### src/rtl/l2_bank_init_ctrl_if.sv
// TCDM port plus SRAM-cut port of one L2 bank, bundled for the bank front-end.
// The slave modport is the bank controller; the master modport is its environment.
interface l2_bank_init_ctrl_if #(
  parameter int unsigned ADDR_WIDTH = 15,
  parameter int unsigned DATA_WIDTH = 32
);
  localparam int unsigned BE_WIDTH = DATA_WIDTH / 8;

  logic                  req_i;
  logic                  gnt_o;
  logic [ADDR_WIDTH-1:0] add_i;
  logic                  wen_i;
  logic [DATA_WIDTH-1:0] wdata_i;
  logic [BE_WIDTH-1:0]   be_i;
  logic [DATA_WIDTH-1:0] rdata_o;

  logic                  mem_req_o;
  logic                  mem_we_o;
  logic [ADDR_WIDTH-1:0] mem_addr_o;
  logic [DATA_WIDTH-1:0] mem_wdata_o;
  logic [BE_WIDTH-1:0]   mem_be_o;
  logic [DATA_WIDTH-1:0] mem_rdata_i;

  modport slave (
    input  req_i, add_i, wen_i, wdata_i, be_i, mem_rdata_i,
    output gnt_o, rdata_o, mem_req_o, mem_we_o, mem_addr_o, mem_wdata_o, mem_be_o
  );

  modport master (
    output req_i, add_i, wen_i, wdata_i, be_i, mem_rdata_i,
    input  gnt_o, rdata_o, mem_req_o, mem_we_o, mem_addr_o, mem_wdata_o, mem_be_o
  );
endinterface

### src/rtl/l2_bank_init_ctrl.sv
// Per-bank L2 front-end: fills the SRAM cut with INIT_VALUE after reset or on request,
// then passes TCDM traffic straight through with a fixed 1-cycle read latency.
module l2_bank_init_ctrl #(
  parameter int unsigned           BANK_SIZE     = 32768,
  parameter int unsigned           ADDR_WIDTH    = $clog2(BANK_SIZE),
  parameter int unsigned           DATA_WIDTH    = 32,
  parameter logic [DATA_WIDTH-1:0] INIT_VALUE    = '0,
  parameter bit                    INIT_ON_RESET = 1'b1
) (
  input  logic clk_i,
  input  logic rst_ni,
  input  logic init_req_i,
  output logic init_done_o,
  output logic busy_o,
  l2_bank_init_ctrl_if.slave bus
);

  localparam int unsigned BE_WIDTH = DATA_WIDTH / 8;
  localparam logic [ADDR_WIDTH-1:0] LAST_WORD = ADDR_WIDTH'(BANK_SIZE - 1);

  typedef enum logic [1:0] {
    INIT = 2'd0,
    RUN  = 2'd1,
    ARM  = 2'd2
  } state_t;

  localparam state_t RESET_STATE = INIT_ON_RESET ? INIT : RUN;

  state_t                state_q, state_d;
  logic [ADDR_WIDTH-1:0] cnt_q, cnt_d;
  logic                  init_done_q, busy_q;

  // Status flags are registered from the next state so they line up with the state register.
  always_ff @(posedge clk_i or negedge rst_ni) begin
    if (!rst_ni) begin
      state_q     <= RESET_STATE;
      cnt_q       <= '0;
      init_done_q <= !INIT_ON_RESET;
      busy_q      <= INIT_ON_RESET;
    end else begin
      state_q     <= state_d;
      cnt_q       <= cnt_d;
      init_done_q <= (state_d == RUN);
      busy_q      <= (state_d != RUN);
    end
  end

  always_comb begin
    state_d         = state_q;
    cnt_d           = cnt_q;
    bus.gnt_o       = 1'b0;
    bus.mem_req_o   = 1'b0;
    bus.mem_we_o    = 1'b0;
    bus.mem_addr_o  = cnt_q;
    bus.mem_wdata_o = INIT_VALUE;
    bus.mem_be_o    = {BE_WIDTH{1'b1}};

    unique case (state_q)
      INIT: begin
        bus.mem_req_o = 1'b1;
        bus.mem_we_o  = 1'b1;
        if (cnt_q == LAST_WORD) begin
          state_d = RUN;
          cnt_d   = '0;
        end else begin
          cnt_d = cnt_q + ADDR_WIDTH'(1);
        end
      end
      RUN: begin
        bus.gnt_o       = bus.req_i;
        bus.mem_req_o   = bus.req_i;
        bus.mem_we_o    = ~bus.wen_i;
        bus.mem_addr_o  = bus.add_i;
        bus.mem_wdata_o = bus.wdata_i;
        bus.mem_be_o    = bus.be_i;
        if (init_req_i) begin
          state_d = ARM;
          cnt_d   = '0;
        end
      end
      // One idle cycle lets the response to the last RUN read drain before the fill starts.
      ARM: begin
        state_d = INIT;
      end
      default: begin
        state_d = RESET_STATE;
        cnt_d   = '0;
      end
    endcase
  end

  assign bus.rdata_o = bus.mem_rdata_i;
  assign init_done_o = init_done_q;
  assign busy_o      = busy_q;

endmodule
### src/flat_wrapper.sv
// flat-port wrapper written by rule: the top's interface ports become plain ports
module l2_bank_init_ctrl_flat 
#(
  parameter int unsigned           BANK_SIZE     = 32768,
  parameter int unsigned           ADDR_WIDTH    = $clog2(BANK_SIZE),
  parameter int unsigned           DATA_WIDTH    = 32,
  parameter logic [DATA_WIDTH-1:0] INIT_VALUE    = '0,
  parameter bit                    INIT_ON_RESET = 1'b1
)
  (clk_i, rst_ni, init_req_i, init_done_o, busy_o, bus_req_i, bus_add_i, bus_wen_i, bus_wdata_i, bus_be_i, bus_mem_rdata_i, bus_gnt_o, bus_rdata_o, bus_mem_req_o, bus_mem_we_o, bus_mem_addr_o, bus_mem_wdata_o, bus_mem_be_o);
  l2_bank_init_ctrl_if #(.ADDR_WIDTH(ADDR_WIDTH), .DATA_WIDTH(DATA_WIDTH)) bus_i ();
  input  logic clk_i;
  input  logic rst_ni;
  input  logic init_req_i;
  output logic init_done_o;
  output logic busy_o;
  input wire logic [$bits(bus_i.req_i)-1:0] bus_req_i;
  input wire logic [$bits(bus_i.add_i)-1:0] bus_add_i;
  input wire logic [$bits(bus_i.wen_i)-1:0] bus_wen_i;
  input wire logic [$bits(bus_i.wdata_i)-1:0] bus_wdata_i;
  input wire logic [$bits(bus_i.be_i)-1:0] bus_be_i;
  input wire logic [$bits(bus_i.mem_rdata_i)-1:0] bus_mem_rdata_i;
  output wire logic [$bits(bus_i.gnt_o)-1:0] bus_gnt_o;
  output wire logic [$bits(bus_i.rdata_o)-1:0] bus_rdata_o;
  output wire logic [$bits(bus_i.mem_req_o)-1:0] bus_mem_req_o;
  output wire logic [$bits(bus_i.mem_we_o)-1:0] bus_mem_we_o;
  output wire logic [$bits(bus_i.mem_addr_o)-1:0] bus_mem_addr_o;
  output wire logic [$bits(bus_i.mem_wdata_o)-1:0] bus_mem_wdata_o;
  output wire logic [$bits(bus_i.mem_be_o)-1:0] bus_mem_be_o;
  assign bus_i.req_i = bus_req_i;
  assign bus_i.add_i = bus_add_i;
  assign bus_i.wen_i = bus_wen_i;
  assign bus_i.wdata_i = bus_wdata_i;
  assign bus_i.be_i = bus_be_i;
  assign bus_i.mem_rdata_i = bus_mem_rdata_i;
  assign bus_gnt_o = bus_i.gnt_o;
  assign bus_rdata_o = bus_i.rdata_o;
  assign bus_mem_req_o = bus_i.mem_req_o;
  assign bus_mem_we_o = bus_i.mem_we_o;
  assign bus_mem_addr_o = bus_i.mem_addr_o;
  assign bus_mem_wdata_o = bus_i.mem_wdata_o;
  assign bus_mem_be_o = bus_i.mem_be_o;
  l2_bank_init_ctrl #(.BANK_SIZE(BANK_SIZE), .ADDR_WIDTH(ADDR_WIDTH), .DATA_WIDTH(DATA_WIDTH), .INIT_VALUE(INIT_VALUE), .INIT_ON_RESET(INIT_ON_RESET)) u_core (.clk_i(clk_i), .rst_ni(rst_ni), .init_req_i(init_req_i), .init_done_o(init_done_o), .busy_o(busy_o), .bus(bus_i));
endmodule
### config.mk
export PLATFORM = sky130hd
export DESIGN_NAME = l2_bank_init_ctrl_flat
export DESIGN_NICKNAME = d
export VERILOG_FILES = /design/src/rtl/l2_bank_init_ctrl_if.sv /design/src/rtl/l2_bank_init_ctrl.sv /design/src/flat_wrapper.sv
export SDC_FILE = /design/constraint.sdc
export NUM_CORES = 1
export LEC_CHECK = 0
export ABC_AREA = 1
export CORE_ASPECT_RATIO = 1.5
export CORE_UTILIZATION = 32
export CTS_CLUSTER_SIZE = 24
export DETAILED_ROUTE_END_ITERATION = 12
export PLACE_DENSITY = 0.88
export SYNTH_ARGS = -nofsm -noshare
export SYNTH_HDL_FRONTEND = slang
export SYNTH_SLANG_ARGS = --single-unit
### constraint.sdc
create_clock -name clk_i -period 1.9 [get_ports clk_i]
set_input_delay 0.285 -clock clk_i [delete_from_list [all_inputs] [get_ports clk_i]]
set_output_delay 0.285 -clock clk_i [all_outputs]
set_load 0.05 [all_outputs]
-- Yosys cells after proc, flatten, opt, wreduce, memory -nomap -nowiden
Cells that the tools add are included.
W data, S select, Z words.
- add/sub/neg operators: 1
- multiply operators: 0
- div/mod/pow operators: 0
- magnitude comparators: 0
- equality and inequality tests: 6
- shifts and indexed selects: 0
- muxes and demuxes: 12
- bitwise logic cells: 2
- reduce and logical (&&, ||, !) cells: 2
- operators by type and width (cell ; number):
    $mux W15 ; 3
    $pmux W15 S3 ; 1
    $mux W32 ; 1
    $add A15 B1 Y15 const B ; 1
    $eq A15 B15 Y1 const B ; 1
    $eq A2 B1 Y1 const B ; 2
    $mux W2 ; 2
    $mux W4 ; 1
    $pmux W1 S2 ; 2
    $pmux W2 S2 ; 1
    $eq A2 B2 Y1 const B ; 1
    $logic_not A2 Y1 ; 1
    $ne A2 B1 Y1 const B ; 1
    $ne A2 B2 Y1 const B ; 1
    $not A1 Y1 ; 2
    $reduce_and A2 Y1 ; 1
    $mux W1 ; 1
- register bits: 19
- latch bits: 0
- RAM bits: 0
- memory bits (read-only): 0
- bits of input ports: 88
- output and inout port bits: 88
- logic and storage cells: 27
- memories kept: 0

-- Logic depth before layout (Yosys ltp)
Gate-level depths: netlist of the first run.
- word-level depth: 4
- depth in mapped cells: 8
- mapped depth without buffers: 8

-- Worst setup path before layout of the first run
No wires, ideal clock.
- path kind: reg-to-output
- start point: register u_core.state_q[0]
- end point: output bus_mem_addr_o[0]
- arrival: 1917 ps
- required time: 1615 ps
- path slack: -302 ps
- cell stages (with the launch flop): 6
- path buffers: 2
- cells stage by stage: dfrtp_1 > inv_1 > nor2_2 > buf_6 > buf_2 > o21ai_0
- longest elaborated chain between the ends: 2
- ends and longest elaborated chain (item ; RTL line ; source):
    start, declared ; l2_bank_init_ctrl.sv:29 ; state_t state_q, state_d;
    start signal, assigned ; l2_bank_init_ctrl.sv:41 ; state_q <= state_d;
    $eq A2 B1 Y1 ; l2_bank_init_ctrl.sv:58 ; unique case (state_q)
    $mux W15 ; l2_bank_init_ctrl.sv:58 ;
    end, declared ; flat_wrapper.sv:27 ; output wire logic [$bits(bus_i.mem_addr_o)-1:0] bus_mem_addr_o;
Every way passes these cells.

-- Worst setup path in the final report of the first run
- start point: register u_core.state_q[1]
- end point: output bus_mem_be_o[2]
- longest elaborated chain between the ends: 2
- ends and longest elaborated chain (item ; RTL line ; source):
    $eq A2 B1 Y1 ; l2_bank_init_ctrl.sv:58 ;
    $mux W4 ; l2_bank_init_ctrl.sv:58 ;
    end, declared ; flat_wrapper.sv:29 ; output wire logic [$bits(bus_i.mem_be_o)-1:0] bus_mem_be_o;
Every way passes these cells.

==> metrics.txt, run 1 <==
status completed; reg-to-reg critical path startpoint u_core.cnt_q[1]; first-pass GRT wire length approximately 10 mm; cts hold-fix bufs 0; register area share after synthesis 27.1%; DRC Markers 0; die area 0.00580 mm²; Critical Path AT 1.55 ns; placed cell areas roughly 0.0032 mm²; Post-Synth Adder-Cell Area 0.712%; clock sinks 19; vias in the first global route 2,095; Fmax 0.544 GHz; Tot GR Track Use about a quarter; R2R cell count 6; Cell Area, Synth 0.00176 mm²; hold slack final 0.371 ns; root buffer cell clkbuf_8; post-synthesis xor/xnor area fraction 2.49%; Compound-Gate Fraction of Synth Area 11.0%; RSZ-0062 raised after global routing yes; Crit path required time ~1.6 ns; antenna violations before repair 0; critical path's slowest cell dfrtp_2; FF-to-FF setup slack 0.20 ns; core area 0.00520 mm²; mean post-synth cell area about 6.3 µm²; post-DP HPWL between 5 and 6 mm; CTS H-tree lvls 1; Die Ht 92.7 µm; Syn Inst Count 281; CP max stage delay 0.45 ns; Max Buffers Root-to-Sink 2; worst slew pin tran ~0.49 ns; CP Max Fanout 41; Worst VDD drop 0.516 mV; drt pass-1 iters 5; largest family of logic cells by synthesized area simple AND/OR/NAND/NOR gates; ant diodes 0; power per cell area 652 mW/mm²; Min Clock Period, post-route 1.84 ns; count of final max-slew check failures 0; Post-Synth Simple-Gate Area 30.6%; Post-Route Utilization 62.4%; Ys Warns 0; num rows 32; final period utilization 96.7%; worst path cell trace nor2_4 -> inv_1 -> buf_12 -> or2_2 -> buf_4; Top delay family on crit path flip-flops; Vias per Instance 4.83; Worst slew margin 67.3%; routability cong. 0.957; number of library cell types mapped by synthesis 27; multiplexer share of the synthesized area 0%; Routed WL 6.74 mm; largest net degree at the start of global routing 42; worst skew pair latency approximately 0.26 ns; Worst-path clk slew 0.07 ns; grt ovf 0; most common cell after layout, fill and taps aside nand2_1; post-route ant nets 0; nets 453; Critical Path End Type primary output; WP buf/inv 3; routed length per instance 15.6 µm; CP Launch Type flip-flop; port bufs 111; share of layout cells above drive strength 1 between 20% and 30%; leakage power about 0.0016 µW; Max Cap Viol 0; CTS tree yes; Starting DRT DRC Count 87; register bit total from synthesis 19; Hold WC Path Type in -> async; io pins ~180; Final Cell Area 0.00325 mm²; commonest cells after routing, fill and taps aside 57 x nand2_1, 56 x clkdlybuf4s50_1, 55 x inv_1; syn nets 370; Final Setup Violations 0; Worst R2R End u_core.cnt_q[13]; Area Overhead vs Synth 84.8%; Die Width 62.5 µm; Layout Skew 0.000799 ns; Num CTS Buffers 3; classification of the worst setup path reg -> out; via count 2,083; Initial Util 33.8%; Fin. Hold Viols 0
## report_power, final
part           switching (µW)  internal (µW)  leakage, µW
logic                     666            538      0.00129
clock network             146            146    0.0000255
registers                 123            498     0.000239
total                     935           1180      0.00155
## state kept, by name (all words and copies together), names as in the netlist
signal,flops
u_core.busy_o,1
u_core.cnt_q,15
u_core.init_done_o,1
u_core.state_q,2
## final cells by class
type                       count  area, µm²
fill                         435       1960
timing repair buffer         117       1630
multi-input combinational    167        792
sequential                    19        478
inverter                      56        215
tap                           68       85.1
clock buffer                   3       41.3
clock inverter                 1       5.00
## cells in the mapped netlist
library cell | number | area share (%)
nand4_1 | 4 | 1.4
nand2_1 | 57 | 12
o22ai_1 | 2 | 0.71
nor2_2 | 2 | 0.71
inv_6 | 1 | 0.50
buf_6 | 1 | 0.64
xor2_1 | 4 | 2.0
o21ai_4 | 1 | 0.93
o21ai_0 | 23 | 6.6
xnor2_1 | 1 | 0.50
buf_4 | 32 | 14
or2_2 | 4 | 1.4
nor2_1 | 46 | 9.8
a21oi_1 | 2 | 0.57
dfstp_2 | 1 | 1.5
nand2_4 | 2 | 1.3
nor3_1 | 1 | 0.28
o21ai_1 | 2 | 0.57
ha_1 | 1 | 0.71
buf_2 | 3 | 0.85
clkbuf_1 | 3 | 0.64
dfrtp_1 | 18 | 26
inv_1 | 55 | 12
o21ai_2 | 1 | 0.50
o22ai_2 | 1 | 0.71
nand3_1 | 12 | 3.4
a21oi_2 | 1 | 0.50
## worst reg2reg max path: stages (launching register included)
cell and delay (ns):
dfrtp_1 0.44, ha_1 0.26, nand2_1 0.09, nor2_1 0.17
nand4_1 0.18, nand2_1 0.29, o21ai_0 0.14
## repair_timing
action / 4_1_cts / 5_1_grt
gates resized for setup: 1 / 7
pin swaps: 1 / 0
setup endpoints to repair: 9 / 12
buffers inserted: 1 / 1
## kinds of logic after synthesis
family,count (synthesis)
buffers and inverters,95
AND/OR/NAND/NOR,128
flip-flops,19
XOR/XNOR,5
adder cells (fa/ha/maj),1
AO/OA/AOI/OAI,33
## how the worst max path moves through the flow
stage / from / to / slack, ns / cells past startpoint
floorplan: u_core.state_q[0] / bus_mem_addr_o[0] / -0.30 / 5
global placement: u_core.state_q[0] / bus_mem_be_o[1] / 0.23 / 6
detailed placement: u_core.state_q[0] / bus_mem_be_o[1] / 0.17 / 6
CTS: u_core.state_q[1] / bus_mem_be_o[1] / 0.005 / 5
global route: u_core.state_q[1] / bus_mem_addr_o[9] / 0.0006 / 5
finish: u_core.state_q[1] / bus_mem_be_o[2] / 0.06 / 5
## layer usage
layer | vias up | part of all wire (%) | global-route usage (%)
met4 | 0 | 2.5 | 9.30
met1 | 936 | 34 | 26.7
li1 | 974 | - | -
met2 | 146 | 53 | 41.8
met5 | - | 0 | 0
met3 | 27 | 11 | 5.30
## through the flow
stage | cells | setup slack [ns] | total power, µW | setup TNS, ns
after floorplan | 281 | -0.302 | 1420 | -3.32
after global placement | 425 | 0.230 | 1790 | 0
after detailed placement | 425 | 0.173 | 1820 | 0
after CTS | 430 | 0.00547 | 2110 | 0
after global routing | 431 | 0.000559 | 2220 | 0
final | 431 | 0.0621 | 2120 | 0
Power figures use the tool's default switching activity.
==> run 2, diff against run 1 <==
- PLACE_DENSITY: 0.88 -> default
- PLACE_DENSITY_LB_ADDON: default -> 0.12
- TNS_END_PERCENT: default -> 10
==> run 2 against run 1 <==
Compared with the run above: routed wire length fell by 14%; clock power about the same; flip-flop and latch count is the same; total power down 0.38%; critical path type unchanged; largest power group unchanged.
==> metrics.txt, run 2 (synthesis gave the netlist of run 1 again) <==
leakage power 0.00155 µW (about the same); max reg flops 15 (unchanged); via count 1,984 (was 2,083); Top delay family on crit path buffers and inverters (was flip-flops); nets 454 (was 453); clock sinks 19 (unchanged); num rows 32 (unchanged); CP Launch Type flip-flop (unchanged); post-route ant nets 0 (unchanged); CTS tree yes (unchanged); Fmax 0.539 GHz (was 0.544 GHz); Worst-path clk slew 0.08 ns (was 0.07 ns); Num CTS Buffers 3 (unchanged); share of layout cells above drive strength 1 21.7% (was 22.0%); cts hold-fix bufs 0 (unchanged); count of final max-slew check failures 0 (unchanged); RSZ-0062 raised after global routing yes (unchanged); Non-Filler Instances 432 (was 431); Vias per Instance 4.59 (was 4.83); sum of negative setup slack 0 ns (unchanged); Min Clock Period, post-route 1.86 ns (was 1.84 ns); Worst slew margin 66.4% (was 67.3%); cell count after placement 427 (was 425); Worst VDD drop 0.461 mV (was 0.516 mV); Initial Util 33.8% (unchanged); most common cell after layout, fill and taps aside nand2_1 (unchanged); Top Registers u_core.cnt_q: 15 flops, u_core.state_q: 2 flops (unchanged); Final Setup Violations 0 (unchanged); Die Width 62.5 µm (unchanged); largest net degree at the start of global routing 42 (unchanged); CTS H-tree lvls 1 (unchanged); Crit path required time 1.62 ns (about the same); power per cell area 651 mW/mm² (was 652 mW/mm²); critical path's slowest cell dfrtp_1 (was dfrtp_2); worst slew pin tran 0.503 ns (was 0.490 ns); post-DP HPWL 4.66 mm (was 5.34 mm); vias in the first global route 2,057 (was 2,095); Reg with most FFs u_core.cnt_q (unchanged); worst path cell trace nor2_2 -> inv_1 -> buf_12 -> or2_2 -> buf_4 (was nor2_4 -> inv_1 -> buf_12 -> or2_2 -> buf_4); status completed (unchanged); CP max stage delay 0.41 ns (was 0.45 ns); worst skew pair latency 0.26 ns (about the same); root buffer cell clkbuf_8 (unchanged); Die Ht 92.7 µm (unchanged); Max Cap Viol 0 (unchanged); grt ovf 0 (unchanged); io pins 176 (unchanged); DRC Markers 0 (unchanged); Starting DRT DRC Count 68 (was 87); Tot GR Track Use 20.0% (was 23.5%); antenna violations before repair 0 (unchanged); Fin. Hold Viols 0 (unchanged); hold slack final 0.360 ns (was 0.371 ns); classification of the worst setup path reg -> out (unchanged); area of the multi-input gates 787 µm² (was 792 µm²); die area 0.00580 mm² (unchanged); Hold WC Path Type in -> async (unchanged); routed length per instance 13.4 µm (was 15.6 µm); WP buf/inv 3 (unchanged); Critical Path End Type primary output (unchanged); Layout Skew 0.00419 ns (was 0.000799 ns); Routed WL 5.80 mm (was 6.74 mm); Critical Path AT 1.57 ns (was 1.55 ns); Max Buffers Root-to-Sink 2 (unchanged); first-pass GRT wire length 9.17 mm (was 10.4 mm); drt pass-1 iters 4 (was 5); CP Max Fanout 41 (unchanged); Area Overhead vs Synth 84.4% (was 84.8%); commonest cells after routing, fill and taps aside 57 x nand2_1, 56 x clkdlybuf4s50_1, 55 x inv_1 (unchanged); final period utilization 97.7% (was 96.7%); port bufs 111 (unchanged); core area 0.00520 mm² (unchanged); routability cong. 0.871 (was 0.957); ant diodes 0 (unchanged); FF+latch area 477 µm² (was 478 µm²); Post-Route Utilization 62.2% (was 62.4%); fillers 472 (was 435)
[run 2: worst paths after layout]
check	depth (start not counted)	from	endpoint	slack, ns
max	5	u_core.state_q[1]	bus_mem_be_o[1]	0.04
max in group asynchronous	2	rst_ni	u_core.busy_o	1.28
min reg2reg	2	u_core.cnt_q[5]	u_core.cnt_q[5]	0.56
min in group clk_i	2	u_core.cnt_q[5]	u_core.cnt_q[5]	0.56
max reg2reg	8	u_core.cnt_q[1]	u_core.cnt_q[11]	0.31
min	2	rst_ni	u_core.state_q[1]	0.36
[run 2: repair_timing]
action,CTS,global route
cloned,0,0
resized for setup,1,3
endpoints found under the setup margin,4,13
setup buffers,1,0
[run 2: final cells by class]
| cell class | count | area share [%] |
|---|---|---|
| Timing Repair Buffer | 118 | 50.3 |
| Tap cell | 68 | 2.63 |
| Multi-Input combinational cell | 167 | 24.3 |
| Clock buffer | 4 | 1.39 |
| Inverter | 56 | 6.64 |
| Sequential cell | 19 | 14.7 |
[run 2: metrics by stage]
| stage | worst slack, ns | power [µW] | area, µm² |
|---|---|---|---|
| floorplan | -0.302 | 1420 | 1760 |
| global placement | 0.260 | 1800 | 3170 |
| detailed placement | 0.220 | 1820 | 3170 |
| CTS | 0.0495 | 2110 | 3230 |
| global route | -0.0405 | 2230 | 3240 |
| finish | 0.0437 | 2110 | 3240 |
[run 2: power breakdown]
part,total [µW],switching (µW),internal [µW]
Sequential,623,125,498
Clock,294,144,150
Combinational,1190,656,537
Total,2110,925,1190
[run 2: per-layer routing]
metal  GRT usage (%)  vias up  share of wire, %
met5               0        -                 0
met4            11.0        0               3.9
met3            6.40       27                11
met2            33.0      121                46
met1            22.6      859                39
li1                -      977                 -
==> run 3, diff against run 2 <==
- CORE_UTILIZATION: 32 -> 30
- clock period: 1.9 -> 2.1 ns (I/O delays scaled with it)
==> run 3 against run 2 <==
Compared with the run above: non-clock buffer count is 1 higher; routed wire length fell by 4.2%; count of clock-buffer cells in the layout is the same; final cell count is 0.93% higher; global-route usage down 1.8 points; utilization is 3.8 points lower; design area rose by 0.54%; critical path depth grew 1; setup slack better by 0.031 ns; largest cell class unchanged.
==> metrics.txt, run 3 (synthesis gave the netlist of run 1 again) <==
largest net degree at the start of global routing 29 (was 42); die area 0.00617 mm² (was 0.00580 mm²); WP buf/inv 4 (was 3); Top delay family on crit path buffers and inverters (unchanged); worst skew pair latency 0.26 ns (about the same); Top Registers u_core.cnt_q: 15 flops, u_core.state_q: 2 flops (unchanged); Num CTS Buffers 3 (unchanged); Tot GR Track Use 18.2% (was 20.0%); port bufs 111 (unchanged); clock sinks 19 (unchanged); RSZ-0062 raised after global routing no (was yes); status completed (unchanged); post-route ant nets 0 (unchanged); Routed WL 5.56 mm (was 5.80 mm); sum of negative setup slack 0 ns (unchanged); Reg with most FFs u_core.cnt_q (unchanged); Max Buffers Root-to-Sink 2 (unchanged); Vias per Instance 4.50 (was 4.59); worst path cell trace inv_1 -> nor2_4 -> clkinvlp_4 -> buf_4 -> or2_2 -> buf_4 (was nor2_2 -> inv_1 -> buf_12 -> or2_2 -> buf_4); drt pass-1 iters 5 (was 4); reg-to-reg critical path startpoint u_core.cnt_q[1] (unchanged); first-pass GRT wire length 8.66 mm (was 9.17 mm); count of final max-slew check failures 0 (unchanged); Die Width 64.5 µm (was 62.5 µm); leakage power 0.00154 µW (was 0.00155 µW); Worst-path clk slew 0.07 ns (was 0.08 ns); hold slack final 0.403 ns (was 0.360 ns); DRC Markers 0 (unchanged); Worst VDD drop 0.254 mV (was 0.461 mV); CTS tree yes (unchanged); R2R cell count 6 (was 8); Hold WC Path Type in -> async (unchanged); CP Launch Type flip-flop (unchanged); root buffer cell clkbuf_8 (unchanged); FF-to-FF setup slack 0.45 ns (was 0.31 ns); num rows 33 (was 32); Initial Util 31.5% (was 33.8%); Starting DRT DRC Count 65 (was 68); Fin. Hold Viols 0 (unchanged); Worst R2R End u_core.cnt_q[13] (was u_core.cnt_q[11]); vias in the first global route 1,914 (was 2,057); grt ovf 0 (unchanged); Min Clock Period, post-route a little over 2 ns; via count 1,960 (was 1,984); Max Cap Viol 0 (unchanged); Worst Setup EP bus_mem_be_o[3] (was bus_mem_be_o[1]); setup slack after layout 0.0743 ns (was 0.0437 ns); Final Setup Violations 0 (unchanged); CTS H-tree lvls 1 (unchanged); Critical Path End Type primary output (unchanged); worst slew pin tran 0.500 ns (was 0.503 ns); cts hold-fix bufs 0 (unchanged); ant diodes 0 (unchanged); fillers 529 (was 472); Area Overhead vs Synth 85.4% (was 84.4%); final period utilization 96.5%; Layout Skew 0.00169 ns (was 0.00419 ns); max reg flops 15 (unchanged); antenna violations before repair 0 (unchanged); commonest cells after routing, fill and taps aside 57 x nand2_1, 57 x clkdlybuf4s50_1, 54 x inv_1 (was 57 x nand2_1, 56 x clkdlybuf4s50_1, 55 x inv_1); critical path launch point u_core.state_q[0] (was u_core.state_q[1]); Die Ht 95.7 µm (was 92.7 µm); CP max stage delay 0.40 ns (was 0.41 ns); power per cell area 580 mW/mm² (was 651 mW/mm²); io pins 176 (unchanged); CP Max Fanout 6 (was 41); core area 0.00557 mm² (was 0.00520 mm²); Fmax 0.494 GHz; Worst slew margin 66.5% (was 66.4%); classification of the worst setup path reg -> out (unchanged); Setup WS pre-CTS 0.263 ns (was 0.220 ns); nets 456 (was 454); Critical Path AT 1.71 ns (was 1.57 ns); Crit path required time 1.78 ns (was 1.62 ns); share of layout cells above drive strength 1 22.4% (was 21.7%); Top cell by count, worst path buf_4; routability cong. 0.867 (was 0.871); critical path's slowest cell dfrtp_2 (was dfrtp_1); critical path depth 6 (was 5); post-DP HPWL 4.49 mm (was 4.66 mm); routed length per instance 12.7 µm (was 13.4 µm)
==> run 3: changes by cell type in the layout (fill, tap and decap cells not counted), sizes merged <==
| cell | before | now |
|---|---|---|
| inv | 56 | 55 |
| clkdlybuf4s50 | 56 | 57 |
| clkinvlp | 0 | 2 |
==> run 3: cell type report <==
class,count,area [µm²],area share [%]
multi-input cells,167,792,24.3
repair buffers,119,1630,50.0
inverters,56,219,6.72
flip-flops and latches,19,478,14.7
clock buffers,4,45.0,1.38
well taps,70,87.6,2.69
repair inverters,1,7.51,0.231
==> run 3: power by group <==
| group | switching, µW | internal [µW] | leakage, µW |
|---|---|---|---|
| Combinational | 579 | 485 | 0.00128 |
| Sequential | 112 | 451 | 0.000239 |
| Clock | 126 | 135 | 0.0000228 |
==> run 3: repair_timing <==
item / CTS / global route
resized for setup: 0 / 5
pin swaps: 0 / 1
endpoints found under the hold margin: 0 / 0
setup endpoints to repair: 14 / 29
setup buffers: 0 / 3
cloned: 0 / 1
==> run 3: worst min-delay path by stage <==
stage | startpoint | cells past startpoint | to
final | rst_ni | 2 | u_core.init_done_o
after CTS | rst_ni | 2 | u_core.cnt_q[2]
after global placement | u_core.cnt_q[5] | 2 | u_core.cnt_q[5]
after floorplan | rst_ni | 0 | u_core.cnt_q[0]
after detailed placement | u_core.cnt_q[5] | 2 | u_core.cnt_q[5]
after global routing | rst_ni | 2 | u_core.cnt_q[2]
==> run 3: metrics by stage <==
step | util [%] | area (µm²) | total power (µW) | std cells
2_1_floorplan | - | 1760 | 1280 | 281
3_3_place_gp | 56.8 | 3170 | 1620 | 428
3_5_place_dp | 56.8 | 3170 | 1640 | 428
4_1_cts | 57.6 | 3210 | 1900 | 432
5_1_grt | 58.4 | 3260 | 2000 | 436
6_report | 58.4 | 3260 | 1890 | 436
==> run 3: routing by layer <==
metal / global-route usage [%] / part of all wire [%] / vias to the layer above
met1: 18.7 / 36 / 863
li1: - / - / 980
met4: 10.6 / 3.1 / 0
met3: 4.27 / 9.1 / 24
met2: 33.4 / 52 / 93
met5: 0 / 0 / -
==> run 3: worst register-to-register path, stage by stage, from the launching register on <==
cell,delay (ns)
dfrtp_1,0.42
ha_1,0.24
nand2_1,0.09
nor2_1,0.17
nand4_1,0.18
nand2_1,0.27
o21ai_0,0.15
